**src/rtl/serial_pattern_source_if.sv**
```systemverilog
// rtl/serial_pattern_source_if.sv - load-side valid/ready handshake for serial_pattern_source
interface serial_pattern_source_if #(
  parameter int WIDTH = 8
);
  logic [WIDTH-1:0] Load_Data;
  logic             Load_Valid;
  logic             Load_Ready;

  modport master (output Load_Data, output Load_Valid, input Load_Ready);
  modport slave  (input Load_Data, input Load_Valid, output Load_Ready);
endinterface

```
**src/rtl/serial_pattern_source.sv**
```systemverilog
// rtl/serial_pattern_source.sv - MSB-first parallel-to-serial source with idle level and gap; SER_PARITY_EN appends an even-parity bit
module serial_pattern_source #(
  parameter int WIDTH      = 8,
  parameter bit IDLE_LEVEL = 1'b1,
  parameter int GAP_CYCLES = 0,
  localparam int CW        = $clog2(WIDTH + 1)
) (
  input  logic                   CLK,
  input  logic                   Reset,
  serial_pattern_source_if.slave load,
  output logic                   Serial_Out,
  output logic                   Serial_Valid,
  output logic                   Busy,
  output logic [CW-1:0]          Bit_Count
);

`ifdef SER_PARITY_EN
  typedef enum logic [1:0] {S_IDLE, S_SHIFT, S_GAP, S_PARITY} state_t;
`else
  typedef enum logic [1:0] {S_IDLE, S_SHIFT, S_GAP} state_t;
`endif

  localparam logic [CW-1:0] LAST_CNT = CW'(WIDTH - 1);
  localparam logic [7:0]    GAP_LAST = (GAP_CYCLES > 0) ? 8'(GAP_CYCLES - 1) : 8'd0;

  state_t           state_q;
  logic [WIDTH-1:0] shift_q;
  logic [7:0]       gap_q;
  logic             out_q;
  logic             valid_q;
  logic             busy_q;
  logic [CW-1:0]    cnt_q;
`ifdef SER_PARITY_EN
  logic             parity_q;
`endif

  logic last_bit;
  logic word_end;
  logic ready;
  logic accept;

  assign last_bit = (state_q == S_SHIFT) && (cnt_q == LAST_CNT);
`ifdef SER_PARITY_EN
  assign word_end = (state_q == S_PARITY);
`else
  assign word_end = last_bit;
`endif
  // The back-to-back window is the final serial cycle, only when no gap follows.
  assign ready  = (state_q == S_IDLE) || (word_end && (GAP_CYCLES == 0));
  assign accept = load.Load_Valid && ready;

  assign load.Load_Ready = ready;
  assign Serial_Out      = out_q;
  assign Serial_Valid    = valid_q;
  assign Busy            = busy_q;
  assign Bit_Count       = cnt_q;

  always_ff @(posedge CLK) begin
    if (Reset) begin
      state_q  <= S_IDLE;
      shift_q  <= '0;
      gap_q    <= '0;
      out_q    <= IDLE_LEVEL;
      valid_q  <= 1'b0;
      busy_q   <= 1'b0;
      cnt_q    <= '0;
`ifdef SER_PARITY_EN
      parity_q <= 1'b0;
`endif
    end else if (accept) begin
      state_q  <= S_SHIFT;
      shift_q  <= load.Load_Data;
      out_q    <= load.Load_Data[WIDTH-1];
      valid_q  <= 1'b1;
      busy_q   <= 1'b1;
      cnt_q    <= '0;
`ifdef SER_PARITY_EN
      parity_q <= ^load.Load_Data;
`endif
    end else if (word_end) begin
      out_q   <= IDLE_LEVEL;
      valid_q <= 1'b0;
      cnt_q   <= '0;
      if (GAP_CYCLES > 0) begin
        state_q <= S_GAP;
        gap_q   <= GAP_LAST;
        busy_q  <= 1'b1;
      end else begin
        state_q <= S_IDLE;
        busy_q  <= 1'b0;
      end
`ifdef SER_PARITY_EN
    end else if (last_bit) begin
      state_q <= S_PARITY;
      out_q   <= parity_q;
      cnt_q   <= CW'(WIDTH);
`endif
    end else begin
      case (state_q)
        S_SHIFT: begin
          // shift_q still holds the bit on Serial_Out in its MSB.
          shift_q <= shift_q << 1;
          out_q   <= shift_q[WIDTH-2];
          cnt_q   <= cnt_q + CW'(1);
        end
        S_GAP: begin
          if (gap_q == 8'd0) begin
            state_q <= S_IDLE;
            busy_q  <= 1'b0;
          end else begin
            gap_q <= gap_q - 8'd1;
          end
        end
        default: ;
      endcase
    end
  end

endmodule

```
**src/flat_wrapper.sv**
```systemverilog
// flat-port wrapper written by rule: the top's interface ports become plain ports
module serial_pattern_source_flat 
#(
  parameter int WIDTH      = 8,
  parameter bit IDLE_LEVEL = 1'b1,
  parameter int GAP_CYCLES = 0,
  localparam int CW        = $clog2(WIDTH + 1)
)
  (CLK, Reset, Serial_Out, Serial_Valid, Busy, Bit_Count, load_Load_Data, load_Load_Valid, load_Load_Ready);
  serial_pattern_source_if #(.WIDTH(WIDTH)) load_i ();
  input  logic CLK;
  input  logic Reset;
  output logic Serial_Out;
  output logic Serial_Valid;
  output logic Busy;
  output logic [CW-1:0] Bit_Count;
  input wire logic [$bits(load_i.Load_Data)-1:0] load_Load_Data;
  input wire logic [$bits(load_i.Load_Valid)-1:0] load_Load_Valid;
  output wire logic [$bits(load_i.Load_Ready)-1:0] load_Load_Ready;
  assign load_i.Load_Data = load_Load_Data;
  assign load_i.Load_Valid = load_Load_Valid;
  assign load_Load_Ready = load_i.Load_Ready;
  serial_pattern_source #(.WIDTH(WIDTH), .IDLE_LEVEL(IDLE_LEVEL), .GAP_CYCLES(GAP_CYCLES)) u_core (.CLK(CLK), .Reset(Reset), .load(load_i), .Serial_Out(Serial_Out), .Serial_Valid(Serial_Valid), .Busy(Busy), .Bit_Count(Bit_Count));
endmodule
```
**config.mk**
```make
export PLATFORM = sky130hd
export DESIGN_NAME = serial_pattern_source_flat
export DESIGN_NICKNAME = d
export VERILOG_FILES = /design/src/rtl/serial_pattern_source_if.sv /design/src/rtl/serial_pattern_source.sv /design/src/flat_wrapper.sv
export SDC_FILE = /design/constraint.sdc
export NUM_CORES = 1
export LEC_CHECK = 0
export ABC_AREA = 1
export ABC_CLOCK_PERIOD_IN_PS = 1450
export CORE_MARGIN = 3
export CORE_UTILIZATION = 45
export DETAILED_ROUTE_END_ITERATION = 12
export PLACE_DENSITY = 0.79
export SYNTH_ARGS = -nofsm -noshare
export SYNTH_HDL_FRONTEND = slang
export SYNTH_SLANG_ARGS = --single-unit
```
**constraint.sdc**
```tcl
create_clock -name CLK -period 1.45 [get_ports CLK]
set_input_delay 0.3625 -clock CLK [delete_from_list [all_inputs] [get_ports CLK]]
set_output_delay 0.3625 -clock CLK [all_outputs]
set_load 0.05 [all_outputs]
```
==> PnR_summary.wiki <==
{| class="wikitable"
! Metric !! Value
|-
| Final HPWL from detailed placement || 1077 microns
|-
| Final setup violation count || 0
|-
| Routed wirelength normalized by instance count || 12.10 microns
|-
| Area post-placement || 972.2 sq um
|-
| Final worst clock skew || 5.246 ps
|-
| Min cycle time layout || 1447 ps
|-
| Hold Crit Start || u_core.shift_q[0]$_SDFFE_PP0P_
|-
| Result of the run || finished, final reports clean
|-
| Placement row count || 13
|-
| Global-route wire length before repair || 2497 microns
|-
| Layout Area Growth over Synthesis || 56.13%
|-
| Area enclosed by the die boundary || 0.001996 sq mm
|-
| RSZ-0062 raised after global routing || true
|-
| Wirelength, routed || 1524 microns
|-
| Maximum number of pins on one net before global-route repair || 13
|-
| Number of fill cells in the layout || 99
|-
| Number of sinks driven by the clock tree || 13
|-
| Hold Path Sink || u_core.shift_q[0]$_SDFFE_PP0P_
|-
| Register-to-register setup slack || 100 ps
|-
| Post-Route Utilization || 77.85%
|-
| Vias in the first global route || 600
|-
| Final routed DRC violation total || 0
|-
| Via density || 5.214
|-
| Worst Setup End Kind || output pin
|-
| Grt total ovfl || 0
|-
| Number of cells in the finished layout apart from fillers || 126
|-
| Post-Synthesis Net Count || 93
|-
| CTS Buffer Depth || 2
|-
| Lkg Pwr || 0.4657 nW
|-
| Worst hold slack across all endpoints || 499.0 ps
|-
| Max Fclk || 0.6912 GHz
|-
| Worst-path clk slew || 70 ps
|-
| # placed instances || 115
|-
| WP data required || 1090 ps
|-
| Synthesis Warnings || 0
|-
| Master cell of the clock root buffer || sky130_fd_sc_hd__clkbuf_4
|-
| Syn Inst Count || 81
|-
| Final Max Tran Viols || 0
|-
| Setup crit start kind || register
|-
| Floorplan core area || 0.001350 sq mm
|-
| Endpoints failing hold || 0
|-
| Vias post-DR || 657
|-
| Iter 0 DRT Violations || 24
|-
| Final layout net count || 124
|-
| HP Class || register to register
|-
| Post-detailed-route count of antenna-violating nets || 0
|-
| Initial cell density of the core || 49.86%
|-
| Clock H-tree levels || 1
|-
| Number of buffers inserted during clock tree synthesis || 3
|-
| Share of final-layout standard cells stronger than drive strength 1 || 35.14%
|-
| IR drop worst, VDD || 0.0005817 V
|-
| Post-synthesis cell area || 673.1 sq um
|-
| Depth of the most critical reg-to-reg path || 9
|-
| Antenna Diode Count || 0
|-
| Reg-to-reg critical path endpoint || u_core.shift_q[4]$_SDFFE_PP0P_
|-
| Power per cell area || 791.9 mW/mm^2
|-
| Number of iterations in the first detailed-routing pass || 4
|-
| Clock latency at the later pin of the worst-skew pair || 280 ps
|-
| Tot GR Track Use || 16.97%
|-
| Arrival time reported for the critical path endpoint || 1080 ps
|-
| Post-synth cell types || 21
|-
| CTS tree || yes
|-
| Number of max-capacitance violations reported || 0
|-
| Startpoint of the lowest-slack register-to-register path || u_core.Bit_Count[1]$_SDFFE_PP0P_
|-
| Startpoint-to-endpoint class of the critical path || register to output pin
|-
| Worst max-slew margin expressed relative to the limit || 85.78%
|-
| Width of the die || 44.68 microns
|-
| Final RePlAce weighted congestion || 0.8396
|-
| Overall power consumption || 0.8323 mW
|-
| Post-route clock period utilization || 99.77%
|-
| Actual slew at the worst max-slew pin || 212.6 ps
|-
| Design Area, Final || 0.001051 sq mm
|-
| Portion of the post-synthesis area used by sequential elements || 38.66%
|-
| CP Max Fanout || 2
|-
| Hold-critical path depth || 2
|-
| Number of synthesized register bits || 13
|-
| Initial antenna violation count || 0
|-
| IO Pins || 19
|-
| # port buffers || 18
|-
| Syn_area_per_cell || 8.310 sq um
|-
| Die extent in y || 44.68 microns
|}
repair_timing:
action | CTS | global route
buffers inserted | 5 | 2
hold buffers | 0 | 0
gates resized for setup | 0 | 0
pin swaps | 2 | 2
endpoints found under the setup margin | 1 | 4
synthesized netlist by cell type:
library cell,instances,area share (%)
sky130_fd_sc_hd__nand3_1,21,16
sky130_fd_sc_hd__dfxtp_1,13,39
sky130_fd_sc_hd__nand2_1,8,4.5
sky130_fd_sc_hd__inv_1,7,3.9
sky130_fd_sc_hd__nand3_2,6,8.9
sky130_fd_sc_hd__nor2_1,6,3.3
sky130_fd_sc_hd__a21oi_1,2,1.5
sky130_fd_sc_hd__buf_4,2,2.2
sky130_fd_sc_hd__inv_2,2,1.1
sky130_fd_sc_hd__nand4_1,2,1.9
sky130_fd_sc_hd__xor2_1,2,2.6
sky130_fd_sc_hd__a21oi_2,1,1.3
sky130_fd_sc_hd__buf_12,1,3.0
sky130_fd_sc_hd__buf_2,1,0.74
sky130_fd_sc_hd__ha_1,1,1.9
sky130_fd_sc_hd__mux2i_1,1,1.5
sky130_fd_sc_hd__nand2_4,1,1.7
sky130_fd_sc_hd__nand3_4,1,2.6
sky130_fd_sc_hd__o21ai_1,1,0.74
sky130_fd_sc_hd__o21bai_1,1,1.1
sky130_fd_sc_hd__xnor2_1,1,1.3
per-layer routing:
metal	up-vias	routed length, microns	share of wire, %	track usage [%]
met2	21	747	49	27.51
met3	2	97	6.4	6.504
met1	303	666	44	20.69
met5	-	0	0	0
li1	331	-	-	-
met4	0	12	0.79	4.819
state kept, by name (all words and copies together), names as in the netlist:
signal / cells
u_core.Serial_Out: 1
u_core.Busy: 1
u_core.Bit_Count: 4
u_core.shift_q: 7
cell type report:
cell class,instances,area (sq um),share of cell area (%)
Clock buffer,4,26.28,2.500
Inverter,9,33.78,3.214
Multi-Input combinational cell,55,351.6,33.45
Sequential cell,13,270.3,25.71
Tap cell,15,18.77,1.786
Timing Repair Buffer,30,350.3,33.33
through the flow:
| step | setup TNS (ps) | setup slack (ps) |
|---|---|---|
| finish | 0 | 3.294 |
| global route | -42.27 | -42.27 |
| CTS | -8.515 | -8.515 |
| detailed placement | -4.646 | -4.646 |
| global placement | 0 | 30.59 |
| floorplan | 0 | 10.06 |
cells by family (layout without fill, tap and decap cells):
group           after synthesis  count (layout)  synth area share, %
simple gates                 45              45                38.48
flops                        13              13                38.66
buf+inv                      13              43                10.97
compound gates                5               5                4.647
xor+xnor                      3               3                3.904
fa+ha+maj                     1               1                1.858
mux                           1               1                1.487
critical path: stages, from the launching register on:
cell and delay (ps):
sky130_fd_sc_hd__dfxtp_4 360, sky130_fd_sc_hd__ha_4 160, sky130_fd_sc_hd__nand3_4 90, sky130_fd_sc_hd__nand2_4 60, sky130_fd_sc_hd__buf_12 150
report_power, final:
group | internal [mW] | total [mW] | switching [mW]
combinational | 0.110 | 0.224 | 0.114
clock | 0.107 | 0.220 | 0.113
sequential | 0.374 | 0.388 | 0.0143
layout by cell type (no fill, tap or decap):
| cell | n |
|---|---|
| sky130_fd_sc_hd__nand3_1 | 21 |
| sky130_fd_sc_hd__buf_4 | 12 |
| sky130_fd_sc_hd__clkdlybuf4s50_1 | 10 |
| sky130_fd_sc_hd__dfxtp_1 | 9 |
| sky130_fd_sc_hd__nand2_1 | 8 |
| sky130_fd_sc_hd__buf_12 | 8 |
| sky130_fd_sc_hd__inv_1 | 7 |
| sky130_fd_sc_hd__nand3_2 | 6 |
| sky130_fd_sc_hd__nor2_1 | 6 |
| sky130_fd_sc_hd__clkbuf_4 | 3 |
| sky130_fd_sc_hd__inv_2 | 2 |
| sky130_fd_sc_hd__a21oi_1 | 2 |
| sky130_fd_sc_hd__nand4_1 | 2 |
| sky130_fd_sc_hd__xor2_1 | 2 |
| sky130_fd_sc_hd__dfxtp_4 | 2 |
| sky130_fd_sc_hd__dfxtp_2 | 2 |
| sky130_fd_sc_hd__nand3_4 | 1 |
| sky130_fd_sc_hd__nand2_4 | 1 |
| sky130_fd_sc_hd__a21oi_2 | 1 |
| sky130_fd_sc_hd__mux2i_1 | 1 |
| sky130_fd_sc_hd__xnor2_1 | 1 |
| sky130_fd_sc_hd__o21bai_1 | 1 |
| sky130_fd_sc_hd__o21ai_1 | 1 |
| sky130_fd_sc_hd__ha_4 | 1 |
| sky130_fd_sc_hd__clkbuf_1 | 1 |
worst max path at each step:
stage | startpoint | cells past startpoint | slack (ps) | endpoint
floorplan | u_core.Busy$_SDFFE_PP0P_ | 4 | 10 | u_core.Bit_Count[3]$_SDFFE_PP0P_
global placement | load_Load_Valid | 6 | 30 | u_core.shift_q[3]$_SDFFE_PP0P_
detailed placement | load_Load_Valid | 6 | -5 | u_core.shift_q[6]$_SDFFE_PP0P_
CTS | u_core.Bit_Count[1]$_SDFFE_PP0P_ | 4 | -9 | load_Load_Ready
global route | u_core.Bit_Count[0]$_SDFFE_PP0P_ | 4 | -40 | load_Load_Ready
finish | u_core.Bit_Count[1]$_SDFFE_PP0P_ | 4 | 3 | load_Load_Ready
(Power assumes the default switching activity.)
